--- src/rtl/led_pkg.sv ---
// Shared definitions for the HUB75-style LED panel scan controller.
package led_pkg;

    // Default panel geometry and lit time per row
    localparam int COLS_DEF    = 64;
    localparam int ROWS_DEF    = 32;
    localparam int ON_TIME_DEF = 64;

    // Counter widths: column, row and dwell
    localparam int COL_W   = 6;
    localparam int ROW_W   = 5;
    localparam int DWELL_W = 16;

    // Scan sequence for one row: shift pixels, blank, latch, light
    typedef enum logic [1:0] {
        SHIFT = 2'd0,
        BLANK = 2'd1,
        LATCH = 2'd2,
        DWELL = 2'd3
    } led_state_t;

endpackage

--- src/rtl/led_controller.sv ---
// LED panel scan controller: shifts one row of column data out with
// display_clk, blanks the panel, latches the row, then lights it for
// ON_TIME cycles before moving on to the next row.
module led_controller
    import led_pkg::*;
#(
    parameter int COLS    = COLS_DEF,
    parameter int ROWS    = ROWS_DEF,
    parameter int ON_TIME = ON_TIME_DEF
) (
    input  logic             clk,
    input  logic             rst,
    output logic [ROW_W-1:0] row_addr,
    output logic [COL_W-1:0] col_addr,
    output logic             oe,
    output logic             latch,
    output logic             display_clk
);

    localparam logic [COL_W-1:0]   LAST_COL   = COL_W'(COLS - 1);
    localparam logic [ROW_W-1:0]   LAST_ROW   = ROW_W'(ROWS - 1);
    localparam logic [DWELL_W-1:0] LAST_DWELL = DWELL_W'(ON_TIME - 1);

    led_state_t         r_state;
    logic [COL_W-1:0]   r_col;
    logic               r_phase;
    logic [ROW_W-1:0]   r_row;
    logic [DWELL_W-1:0] r_dwell;

    logic [ROW_W-1:0]   r_row_addr;
    logic [COL_W-1:0]   r_col_addr;
    logic               r_oe;
    logic               r_latch;
    logic               r_display_clk;

    // Scan FSM: each edge drives the outputs for the current step and
    // advances the column/phase, row and dwell counters.
    always_ff @(posedge clk or negedge rst) begin
        if (!rst) begin
            r_state       <= SHIFT;
            r_col         <= '0;
            r_phase       <= 1'b0;
            r_row         <= '0;
            r_dwell       <= '0;
            r_row_addr    <= '0;
            r_col_addr    <= '0;
            r_oe          <= 1'b1;
            r_latch       <= 1'b0;
            r_display_clk <= 1'b0;
        end else begin
            case (r_state)
                SHIFT: begin
                    r_col_addr    <= r_col;
                    r_display_clk <= r_phase;
                    r_latch       <= 1'b0;
                    r_phase       <= ~r_phase;
                    if (r_phase) begin
                        if (r_col == LAST_COL) begin
                            r_col   <= '0;
                            r_state <= BLANK;
                        end else begin
                            r_col <= r_col + COL_W'(1);
                        end
                    end
                end
                BLANK: begin
                    r_oe          <= 1'b1;
                    r_display_clk <= 1'b0;
                    r_latch       <= 1'b0;
                    r_row_addr    <= r_row;
                    r_state       <= LATCH;
                end
                LATCH: begin
                    r_oe          <= 1'b1;
                    r_display_clk <= 1'b0;
                    r_latch       <= 1'b1;
                    r_dwell       <= '0;
                    r_state       <= DWELL;
                end
                DWELL: begin
                    r_oe          <= 1'b0;
                    r_display_clk <= 1'b0;
                    r_latch       <= 1'b0;
                    if (r_dwell == LAST_DWELL) begin
                        r_dwell <= '0;
                        r_col   <= '0;
                        r_phase <= 1'b0;
                        r_row   <= (r_row == LAST_ROW) ? '0 : r_row + ROW_W'(1);
                        r_state <= SHIFT;
                    end else begin
                        r_dwell <= r_dwell + DWELL_W'(1);
                    end
                end
                default: begin
                    r_state <= SHIFT;
                end
            endcase
        end
    end

    assign row_addr    = r_row_addr;
    assign col_addr    = r_col_addr;
    assign oe          = r_oe;
    assign latch       = r_latch;
    assign display_clk = r_display_clk;

endmodule

--- config.mk ---
export PLATFORM = sky130hd
export DESIGN_NAME = led_controller
export DESIGN_NICKNAME = d
export VERILOG_FILES = /design/src/rtl/led_pkg.sv /design/src/rtl/led_controller.sv
export SDC_FILE = /design/constraint.sdc
export NUM_CORES = 1
export LEC_CHECK = 0
export BUFFER_PORTS_ARGS = -buffer_cell sky130_fd_sc_hd__buf_2
export CORE_MARGIN = 4
export CORE_UTILIZATION = 60
export CTS_CLUSTER_SIZE = 24
export DETAILED_ROUTE_END_ITERATION = 8
export GPL_ROUTABILITY_DRIVEN = 0
export PLACE_DENSITY = 0.81
export SLEW_MARGIN = 30
export SYNTH_ARGS = -nofsm -noshare
export SYNTH_HDL_FRONTEND = slang
export SYNTH_SLANG_ARGS = --single-unit
--- constraint.sdc ---
create_clock -name clk -period 2.7 [get_ports clk]
set_input_delay 0.405 -clock clk [delete_from_list [all_inputs] [get_ports clk]]
set_output_delay 0.405 -clock clk [all_outputs]
set_load 0.02 [all_outputs]
==> impl_metrics.env <==
export IMPL_status="complete, no violations"
export IMPL_synthAdderAreaFrac_pct=4.78
export IMPL_hold_violations=0
export IMPL_grtUsageTotal_pct=20.8
export IMPL_worstPathArrival_ns=2.39
export IMPL_grt_max_degree=45
export IMPL_synth_mux_area_share_pct=6.64
export IMPL_path_max_fanout=8
export IMPL_synth_area_per_cell_um2=10.4
export IMPL_drcViolationCount=0
export IMPL_critical_path_class="flip-flop to flip-flop"
export IMPL_layout_common_cells="43 x dfrtp_1, 20 x nand2_1, 17 x o21ai_0"
export IMPL_drt_wl_total_um=4910
export IMPL_clockBufferDepth=2
export IMPL_ys_flop_type="dfrtp_1"
export IMPL_cap_violations=0
export IMPL_total_power_w=0.00110
export IMPL_cts_tree="yes"
export IMPL_cts_buffers=5
export IMPL_fin_area_um2=2540
export IMPL_drt_vias_per_instance=6.36
export IMPL_cp_start_kind="flip-flop"
export IMPL_cts_sinks=44
export IMPL_synth_cell_types=52
export IMPL_ios=16
export IMPL_diodes=0
export IMPL_dpl_hpwl_um=3410
export IMPL_dpl_cell_area_um2=2440
export IMPL_power_density_nw_per_um2=432
export IMPL_multi_input_area_um2=1150
export IMPL_synthXorXnorAreaFrac_pct=0.743
export IMPL_fp_dieW_um=70.7
export IMPL_initial_core_util_pct=63.4
export IMPL_hp_class="primary input to asynchronous set/reset pin"
export IMPL_initialDrtViolationCount=230
export IMPL_port_buffer_count=15
export IMPL_worst_pin_slew_ns=0.807
export IMPL_clk_pin_slew_ns=0.09
export IMPL_final_common_cell="dfrtp_1"
export IMPL_synth_top_family_by_area="simple AND/OR/NAND/NOR gates"
export IMPL_ys_seq_area_share_pct=46.8
export IMPL_leakage_nw=1.14
export IMPL_mappedNetlistNets=237
export IMPL_grt_pass1_vias=1852
export IMPL_post_cts_resized=0
export IMPL_nNetsFinal=250
export IMPL_timing_slew_headroom_pct=46.0
export IMPL_grt_overflow_total=0
export IMPL_async_flop_share_pct=100
export IMPL_clkLatencyLatePin_ns=0.30
export IMPL_ff2ff_path_depth=6
export IMPL_num_vias=1832
export IMPL_syn_inst=226
export IMPL_ir_drop_v=0.000368
export IMPL_antenna_found_initial=0
export IMPL_finalMaxSlewViolations=0
export IMPL_grt_setup_unrepaired="no"
export IMPL_die_y_um=70.7
export IMPL_synth_compound_area_share_pct=17.5
export IMPL_syn_cell_area_um2=2360
export IMPL_grt_pass1_wl_um=8440
export IMPL_cp_required_ns=2.88
export IMPL_ys_ff_latch=44
export IMPL_tns_ns=0
export IMPL_synth_edff_count=0
export IMPL_post_route_period_util_pct=81.8
export IMPL_wl_per_cell_um=17.1
export IMPL_dpl_cell_count=280
export IMPL_layout_cells_non_filler=288
export IMPL_regArea_um2=1100
export IMPL_hold_slack_ns=0.0861
export IMPL_fin_skew_ns=0.0137
export IMPL_cts_hold_fix_buffers=0
export IMPL_die_area_um2=4990
export IMPL_yosysWarnings=0
export IMPL_root_buffer="clkbuf_8"
export IMPL_nFillCells=305
export IMPL_drt_pass1_iter_count=4
export IMPL_endpoint_kind="flip-flop"
export IMPL_synthSimpleGateAreaFrac_pct=19.0
export IMPL_fp_row_count=22
export IMPL_fmax_ghz=0.453
export IMPL_ctsHtreeMaxLevel=2
export IMPL_antenna_left=0
export IMPL_postCtsSetupBuffers=0
export IMPL_area_growth_pct=7.65
export IMPL_drive_gt1_share_pct=20.0
export IMPL_fin_crit_ns=2.21
export IMPL_setup_viol=0
export IMPL_core_area_um2=3720
==> stage by stage <==
step / setup slack [ns] / util [%]
global route: 0.396 / 68.2
detailed placement: 0.509 / 65.8
floorplan: 0.740 / -
finish: 0.491 / 68.2
CTS: 0.502 / 68.2
global placement: 0.551 / 65.8
==> critical path, cell delays in order (launching register included) <==
cell      delay [ns]
dfrtp_1         0.42
ha_1            0.33
nor4bb_1        0.39
a41oi_1         0.19
buf_4           0.21
a21oi_1         0.20
mux2_2          0.36
==> layout make-up <==
cell class                 instances  area share [%]
multi-input combinational        161            45.2
sequential                        44            43.5
timing repair buffer              19            4.24
clock buffer                       8            3.55
tap                               48            2.37
inverter                           8            1.18
==> metal layers <==
layer | part of all wire (%) | global-route usage [%] | up-vias
met3 | 4.6 | 3.27 | 11
met4 | 2.1 | 8.14 | 0
met2 | 48 | 35.8 | 63
met1 | 45 | 26.5 | 882
met5 | 0 | 0 | -
li1 | - | - | 876
==> flip-flops by register name (all words and copies together), names as in the netlist <==
signal / count
row_addr: 5
latch: 1
r_phase: 1
r_col: 6
r_dwell: 16
col_addr: 6
r_state: 2
oe: 1
r_row: 5
display_clk: 1
==> cell families (layout without fill, tap and decap cells) <==
logic type / Yosys count / in the layout
AO/OA/AOI/OAI: 58 / 58
XOR/XNOR: 2 / 2
adder cells (fa/ha/maj): 9 / 9
buffers and inverters: 21 / 35
flip-flops: 44 / 44
multiplexers: 14 / 14
AND/OR/NAND/NOR: 78 / 78
==> Yosys cell counts (4+ instances only) <==
| master | number | share of area (%) |
|---|---|---|
| ha_1 | 9 | 4.8 |
| nand2_1 | 20 | 3.2 |
| buf_2 | 4 | 0.85 |
| nand2b_1 | 4 | 1.1 |
| dfrtp_1 | 43 | 46 |
| mux2_2 | 12 | 5.7 |
| a21oi_1 | 9 | 1.9 |
| clkbuf_1 | 7 | 1.1 |
| o21ai_0 | 17 | 3.6 |
| a41oi_1 | 5 | 1.9 |
| nand4_1 | 4 | 1.1 |
| nand3_1 | 12 | 2.5 |
| inv_1 | 8 | 1.3 |
| nor2_1 | 4 | 0.64 |
| nor4_1 | 7 | 1.9 |
| and3_1 | 5 | 1.3 |
| a31oi_1 | 5 | 1.3 |
==> power by group <==
group	internal (W)	leakage [nW]	switching, W
combinational	0.000000956	0.509	0.0000122
sequential	0.000658	0.587	0
clock	0.000209	0.0455	0.000215
==> worst paths after layout <==
path / endpoint / slack, ns / from
setup / recovery: r_state[1] / 0.49 / r_dwell[0]
hold / removal: r_dwell[11] / 0.09 / rst
setup reg to reg: r_state[1] / 0.49 / r_dwell[0]
hold reg to reg: oe / 0.49 / oe
max in group asynchronous: oe / 2.22 / rst
min in group clk: oe / 0.49 / oe
(Power assumes the default switching activity.)
